[src/rtl/bm_dag_log_pkg.sv]
// Shared encodings for the bm_dag2_log_pipe slice: third-term mode select and the
// accumulator FSM states.
package bm_dag_log_pkg;

    typedef enum logic [1:0] {
        MODE_ZERO = 2'b00,
        MODE_OR   = 2'b01,
        MODE_NOTA = 2'b10,
        MODE_NAND = 2'b11
    } mode_e;

    typedef enum logic {
        IDLE  = 1'b0,
        ACCUM = 1'b1
    } state_e;

endpackage

[src/rtl/bm_dag_log_stage.sv]
// Stage 1 of the log pipe: s = (a&b) | (a^b) | t3, t3 chosen by mode, registered
// together with its valid bit.
module bm_dag_log_stage
    import bm_dag_log_pkg::*;
#(
    parameter int BITS = 8
) (
    input  logic            clock,
    input  logic            reset,
    input  logic            i_valid,
    input  logic [1:0]      i_mode,
    input  logic [BITS-1:0] i_a,
    input  logic [BITS-1:0] i_b,
    output logic [BITS-1:0] o_s,
    output logic            o_valid
);

    logic [BITS-1:0] w_t3;
    logic [BITS-1:0] w_s;
    logic [BITS-1:0] r_s;
    logic            r_valid;

    always_comb begin
        w_t3 = '0;
        case (mode_e'(i_mode))
            MODE_ZERO: w_t3 = i_b ^ i_b;
            MODE_OR:   w_t3 = i_a | i_b;
            MODE_NOTA: w_t3 = ~i_a;
            MODE_NAND: w_t3 = ~(i_a & i_b);
        endcase
    end

    assign w_s = (i_a & i_b) | (i_a ^ i_b) | w_t3;

    always_ff @(posedge clock) begin
        if (reset) begin
            r_s     <= '0;
            r_valid <= 1'b0;
        end else begin
            r_valid <= i_valid;
            if (i_valid) r_s <= w_s;
        end
    end

    assign o_s     = r_s;
    assign o_valid = r_valid;

endmodule

[src/rtl/bm_dag2_log_pipe.sv]
// OR-accumulates stage-1 results over WINDOW samples (or until flush) and emits a
// registered result pulse. Define BM_DAG_LOG_PARITY_EN to add a registered parity output.
module bm_dag2_log_pipe
    import bm_dag_log_pkg::*;
#(
    parameter int BITS   = 8,
    parameter int WINDOW = 4
) (
    input  logic            clock,
    input  logic            reset,
    input  logic            in_valid,
    input  logic [1:0]      mode,
    input  logic [BITS-1:0] a_in,
    input  logic [BITS-1:0] b_in,
    input  logic            flush,
    output logic [BITS-1:0] out,
    output logic            out_valid,
    output logic            busy
`ifdef BM_DAG_LOG_PARITY_EN
    ,
    output logic            parity
`endif
);

    localparam int            CW    = $clog2(WINDOW + 1);
    localparam logic [CW-1:0] WIN_C = CW'(WINDOW);

    state_e          r_state;
    state_e          w_nstate;
    logic [CW-1:0]   r_cnt;
    logic [CW-1:0]   w_cnt_nxt;
    logic [BITS-1:0] r_acc;
    logic [BITS-1:0] w_acc_nxt;
    logic [BITS-1:0] r_out;
    logic            r_out_valid;
    logic            r_busy;
    logic            w_emit;
    logic [BITS-1:0] w_s;
    logic            w_s1_valid;

    bm_dag_log_stage #(.BITS(BITS)) u_stage (
        .clock   (clock),
        .reset   (reset),
        .i_valid (in_valid),
        .i_mode  (mode),
        .i_a     (a_in),
        .i_b     (b_in),
        .o_s     (w_s),
        .o_valid (w_s1_valid)
    );

    // w_acc_nxt is the final accumulator value, so an emit always includes a
    // sample absorbed in the same cycle.
    always_comb begin
        w_nstate  = r_state;
        w_cnt_nxt = r_cnt;
        w_acc_nxt = r_acc;
        w_emit    = 1'b0;
        case (r_state)
            IDLE: begin
                if (w_s1_valid) begin
                    w_acc_nxt = w_s;
                    if (WINDOW == 1 || flush) begin
                        w_emit    = 1'b1;
                        w_cnt_nxt = '0;
                    end else begin
                        w_cnt_nxt = CW'(1);
                        w_nstate  = ACCUM;
                    end
                end
            end
            ACCUM: begin
                if (w_s1_valid) begin
                    w_acc_nxt = r_acc | w_s;
                    w_cnt_nxt = r_cnt + 1'b1;
                end
                if (w_cnt_nxt == WIN_C || flush) begin
                    w_emit    = 1'b1;
                    w_cnt_nxt = '0;
                    w_nstate  = IDLE;
                end
            end
        endcase
    end

    // busy stays up through the pulse cycle of a window closed from ACCUM.
    always_ff @(posedge clock) begin
        if (reset) begin
            r_state     <= IDLE;
            r_cnt       <= '0;
            r_acc       <= '0;
            r_out       <= '0;
            r_out_valid <= 1'b0;
            r_busy      <= 1'b0;
        end else begin
            r_state     <= w_nstate;
            r_cnt       <= w_cnt_nxt;
            r_acc       <= w_acc_nxt;
            r_out_valid <= w_emit;
            r_busy      <= (w_nstate == ACCUM) || (w_emit && r_state == ACCUM);
            if (w_emit) r_out <= w_acc_nxt;
        end
    end

    assign out       = r_out;
    assign out_valid = r_out_valid;
    assign busy      = r_busy;

`ifdef BM_DAG_LOG_PARITY_EN
    logic r_parity;

    always_ff @(posedge clock) begin
        if (reset)       r_parity <= 1'b0;
        else if (w_emit) r_parity <= ^w_acc_nxt;
    end

    assign parity = r_parity;
`endif

endmodule

[config.mk]
export PLATFORM = sky130hd
export DESIGN_NAME = bm_dag2_log_pipe
export DESIGN_NICKNAME = d
export VERILOG_FILES = /design/src/rtl/bm_dag_log_pkg.sv /design/src/rtl/bm_dag_log_stage.sv /design/src/rtl/bm_dag2_log_pipe.sv
export SDC_FILE = /design/constraint.sdc
export NUM_CORES = 1
export LEC_CHECK = 0
export CELL_PAD_IN_SITES_DETAIL_PLACEMENT = 0
export CELL_PAD_IN_SITES_GLOBAL_PLACEMENT = 2
export CORE_AREA = 5 5 68 86
export DETAILED_ROUTE_END_ITERATION = 8
export DIE_AREA = 0 0 73 91
export GPL_TIMING_DRIVEN = 1
export HOLD_SLACK_MARGIN = 0.12
export PLACE_DENSITY = 0.8
export SLEW_MARGIN = 10
export SYNTH_ARGS = -nofsm -noshare
export SYNTH_HDL_FRONTEND = slang
export SYNTH_SLANG_ARGS = --single-unit
[constraint.sdc]
create_clock -name clock -period 1.6 [get_ports clock]
set_input_delay 0.4 -clock clock [delete_from_list [all_inputs] [get_ports clock]]
set_output_delay 0.4 -clock clock [all_outputs]
set_load 0.02 [all_outputs]
# Word-level counts from Yosys, hierarchy flattened
# Index checks and enable logic that the tools add are counted.
# op_classes
addsub	1
n_mul	0
div_mod_pow	0
magnitude_cmp	0
eq_ne	5
shift	0
mux	18
n_bitwise	10
reduce_logical	4
# op_table
cell	count
$or 8x8->8	4
$pmux 8 s4	1
$mux 8	2
$not 8->8	2
$pmux 8 s2	1
$xor 8x8->8	2
$mux 3	4
$and 8x8->8	1
$mux 1	7
$pmux 3 s2	1
$eq 2x2->1 const B	2
$pmux 1 s2	2
$add 3x1->3 const B	1
$eq 3x3->1 const B	1
$eq 2x1->1 const B	1
$logic_not 2->1	1
$logic_or 1x1->1	2
$ne 2x1->1 const B	1
$logic_and 1x1->1	1
$not 1->1	1
# totals
reg_bits	31
latch_bits	0
ram_bits	0
rom_bits	0
in_bits	22
out_inout_bits	10
wordCells	46
n_memories	0

# Logic depth before layout (Yosys ltp)
# depth
depth_word	9
mapped_depth	6
ltp_nobuf	5

# Hierarchy
# From an unflattened synthesis, not the netlist that was laid out.
# unflattened
cells_unflattened	127
hier_area_um2	1266.2
# modules_own_cells
mod	instances	cells_per_inst	area_each_um2	seq_area_each_um2
bm_dag2_log_pipe	1	89	894.6	440.4
bm_dag_log_stage	1	38	371.6	180.2

# Worst setup path before layout
# Ideal clock, no wire load.
# synth_timing
path_kind	register to register
start	reg r_cnt[0]
end	reg r_out[0], in the netlist out[0]
setup_time_ns	0.121
arrival_ns	1.549
slack_ns	-0.070
path_stages_with_launch	7
n_path_buf	1
period_less_slack_ns	1.670
cell_sequence	dfxtp_1 ha_1 and3b_1 a32oi_1 and2_1 buf_6 mux2_4
# synth_between
elab_chain_cells	7
# synth_rtl
element	line	rtl
from (decl)	bm_dag2_log_pipe.sv:30	logic [CW-1:0] r_cnt;
from (signal assigned)	bm_dag2_log_pipe.sv:97	r_cnt <= w_cnt_nxt;
$add 3x1->3	bm_dag2_log_pipe.sv:75	w_cnt_nxt = r_cnt + 1'b1;
$mux 3 *	bm_dag2_log_pipe.sv:73	if (w_s1_valid) begin
$mux 3 *	bm_dag2_log_pipe.sv:59	case (r_state)
$eq 3x3->1 *	bm_dag2_log_pipe.sv:77	if (w_cnt_nxt == WIN_C || flush) begin
$logic_or 1x1->1 *	bm_dag2_log_pipe.sv:77	
$mux 1 *	bm_dag2_log_pipe.sv:77	
$pmux 1 s2 *	bm_dag2_log_pipe.sv:59	
to (signal assigned)	bm_dag2_log_pipe.sv:101	if (w_emit) r_out <= w_acc_nxt;
to (decl)	bm_dag2_log_pipe.sv:34	logic [BITS-1:0] r_out;
# Every way passes the cells marked *; elsewhere a longest branch is shown, timed or not. The select of a mux whose other input is x is not followed.
# A chain may end at the register's enable or synchronous reset.

# Worst setup path in the final report
# layout_timing
start	reg r_cnt[0]
end	reg r_out[2], in the netlist out[2]
# The elaborated chain is that of the path after synthesis.

==> run summary <==
initial antenna violation count = 0
Clock power frac = 36.1%
register share of total power = 51.8%
Synth top area share = 49.90%
asr flop ratio synth = 0%
# DRC = 0
nets = 180
Largest stage delay, worst path = 0.36 ns
register bit total from synthesis = 31
Synth Area in Compound Gates = 15.49%
CTS tree = done
via count = 979
cell count after synthesis = 120
Final ANT Viol Nets = 0
Final Hold Fails = 0
Reg2Reg Depth = 6
register area share after synthesis = 49.90%
Clock Skew = 0.004932 ns
mapped cell area = 1244 um2
layout cells sized above 1 = 18.99%
main combinational cell family by area after synthesis = simple AND/OR/NAND/NOR gates
first-pass GRT wire length = 5.030 mm
Setup violations, final = 8
Clock transition at path regs = 0.06 ns
period utilization = 109.3%
Setup crit start kind = flop
synthesized area per cell = 10.36 um2
Hold Crit Class = flop to flop
CP Class = flop to flop
Buf/Inv on CP = 1
Data required, critical path = 1.76 ns
PwrDens = 909.4 nW/um2
count leader, synth = dfxtp_1
routability cong. = 0.7164
Netlist cell types = 31
final wirelength = 3.018 mm
simple-gate share of the synthesized area = 17.61%
Synth area leaders = dfxtp_1, mux2_4, nor2_1
critical path's slowest cell = dfxtp_4
die area = 6643 um2
Syn-to-layout area delta = 40.95%
failing checks = negative setup slack
leakage power = 0.7347 nW
max-cap viol count = 0
Synth warnings = 0
CTS Hold Buffers Added = 0
Clock Latency Late Sink = 0.28 ns
Synth Flop Type = dfxtp_1
Worst Max-Slew Pin Slew = 0.3626 ns
Arrival @ worst endpoint = 1.91 ns
placed cell area = 1669 um2
synth cell count leaders = dfxtp_1, nor2_1, nor2b_1
Critical R2R Capture = out[2]
post-DR vias/cell = 4.450
max-slew violation count = 0
Sw Pwr = 0.3762 mW
CTS H-Tree Depth = 2
post-synth top area cell = dfxtp_1
vias in the first global route = 1085
total track usage = 9.811%
Pint = 1.218 mW
1st-iter DRT viols = 28
Die W = 73 um
R2R Setup Slk = -0.15 ns
Final WS setup = -0.1480 ns
placed wire-length estimate = 2.346 mm
maximum vdd drop = 0.3370 mV
RSZ-0062 raised after global routing = true
clk sink count = 31
I/O Pins = 32
hold depth = 2
total setup buffers inserted after CTS = 0
critical-path cell list = ha_4 -> and3b_1 -> a32oi_1 -> and2_4 -> buf_12 -> mux2_4
crit path time final = 1.748 ns
total CTS buffers = 5
Hold WS = 0.5214 ns
largest net degree at the start of global routing = 14
Synth Area in XOR/XNOR = 0.7042%
sw frac = 23.60%
Logic pwr share = 12.1%
mux cell area share after synthesis = 10.46%
R2R Path Start = r_cnt[0]
Power Total = 1.594 mW
GRT Residual Overflow = 0
fill cell count = 520
TritonRoute pass-1 iters = 4
Hold Path Origin = r_acc[2]
port bufs = 30
EDFF count, synth = 0
Hold Path End = r_acc[2]
Rows = 29
adder-cell share of the synthesized area = 1.006%
core footprint = 4935 um2
status = finished, violations left
n_diodes = 0
max frequency = 572.1 MHz
CP Capture Type = flop
DR WL/cell = 13.72 um
Synth Net Count = 143
Finished Cell Area = 1753 um2
die height = 91 um
CP Max Fanout = 9
max_slew headroom = 75.20%
clk root buf = clkbuf_8
cell class contributing the biggest share of worst-path delay = simple AND/OR/NAND/NOR gates
Bufs on Longest Clock Path = 2
initial core utilization = 25.20%
-- worst register-to-register path, stage by stage, from the launching register on --
cell,delay (ns)
dfxtp_4,0.36
ha_4,0.27
and3b_1,0.19
a32oi_1,0.19
and2_4,0.18
buf_12,0.13
mux2_4,0.30
-- layout make-up --
type / instances / area [um2] / area share (%)
inverter: 1 / 3.754 / 0.2141
multi-input combinational: 78 / 583.1 / 33.26
sequential: 31 / 624.3 / 35.62
clock inverter: 2 / 12.51 / 0.7138
tap: 62 / 77.57 / 4.425
timing repair buffer: 40 / 379.1 / 21.63
clock buffer: 6 / 72.57 / 4.140
-- cell usage in the layout, fill, tap and decap left out, types with 5 or more instances in the layout --
cell type and n:
a22oi_1 8, o32ai_1 8, nor2b_1 11, nor2_1 19, clkbuf_8 5, dlygate4sd2_1 9, mux2_4 8, dfxtp_1 30
buf_4 9, clkdlybuf4s50_1 20
-- sequential cells by signal, indices dropped and copies added (netlist names) --
name,cells
busy,1
out,8
u_stage.o_valid,1
r_acc,8
u_stage.o_s,8
r_cnt,3
r_state,1
out_valid,1
-- per-layer routing --
layer / global-route usage [%] / up-vias / wire (um)
met3: 3.536 / 8 / 102
met1: 9.973 / 456 / 1097
met2: 17.46 / 16 / 1746
li1: - / 499 / -
met5: 0 / - / 0
met4: 4.308 / 0 / 72
-- what timing repair did --
| action | in CTS | in global routing |
|---|---|---|
| resized for setup | 10 | 3 |
| endpoints found under the hold margin | 0 | 0 |
| pin swaps | 0 | 1 |
| endpoints found under the setup margin | 17 | 11 |
| gates cloned | 0 | 0 |
-- worst max-delay path by stage --
stage,from,slack [ns],to,depth (start not counted)
5_1_grt,r_cnt[0],-0.21,out[6],6
6_report,r_cnt[0],-0.15,out[2],6
2_1_floorplan,r_cnt[0],-0.02,out[0],6
3_5_place_dp,flush,-0.15,out[2],5
4_1_cts,r_cnt[0],-0.14,out[6],6
3_3_place_gp,flush,-0.16,out[5],5
-- power by group through the flow --
| stage | Combinational [mW] | Sequential [mW] | Clock, mW |
|---|---|---|---|
| after floorplan | 0.0941 | 0.842 | 0 |
| after global placement | 0.191 | 0.844 | 0 |
| after detailed placement | 0.194 | 0.844 | 0 |
| after CTS | 0.193 | 0.826 | 0.600 |
| after global routing | 0.213 | 0.829 | 0.651 |
| final | 0.193 | 0.826 | 0.576 |
-- cells by family after synthesis --
family,count (synthesis)
AO/OA/AOI/OAI,25
buffers and inverters,11
flip-flops,31
multiplexers,9
adder cells (fa/ha/maj),1
XOR/XNOR,1
AND/OR/NAND/NOR,42
-- metrics by stage --
step	instances	setup slack [ns]	setup TNS, ns	util (%)
6_report	220	-0.1480	-1.136	35.52
5_1_grt	220	-0.2088	-1.618	35.52
4_1_cts	220	-0.1386	-1.063	35.37
3_5_place_dp	212	-0.1546	-1.244	33.82
3_3_place_gp	212	-0.1636	-1.301	33.82
2_1_floorplan	120	-0.02453	-0.1962	-
(Power assumes the default switching activity.)
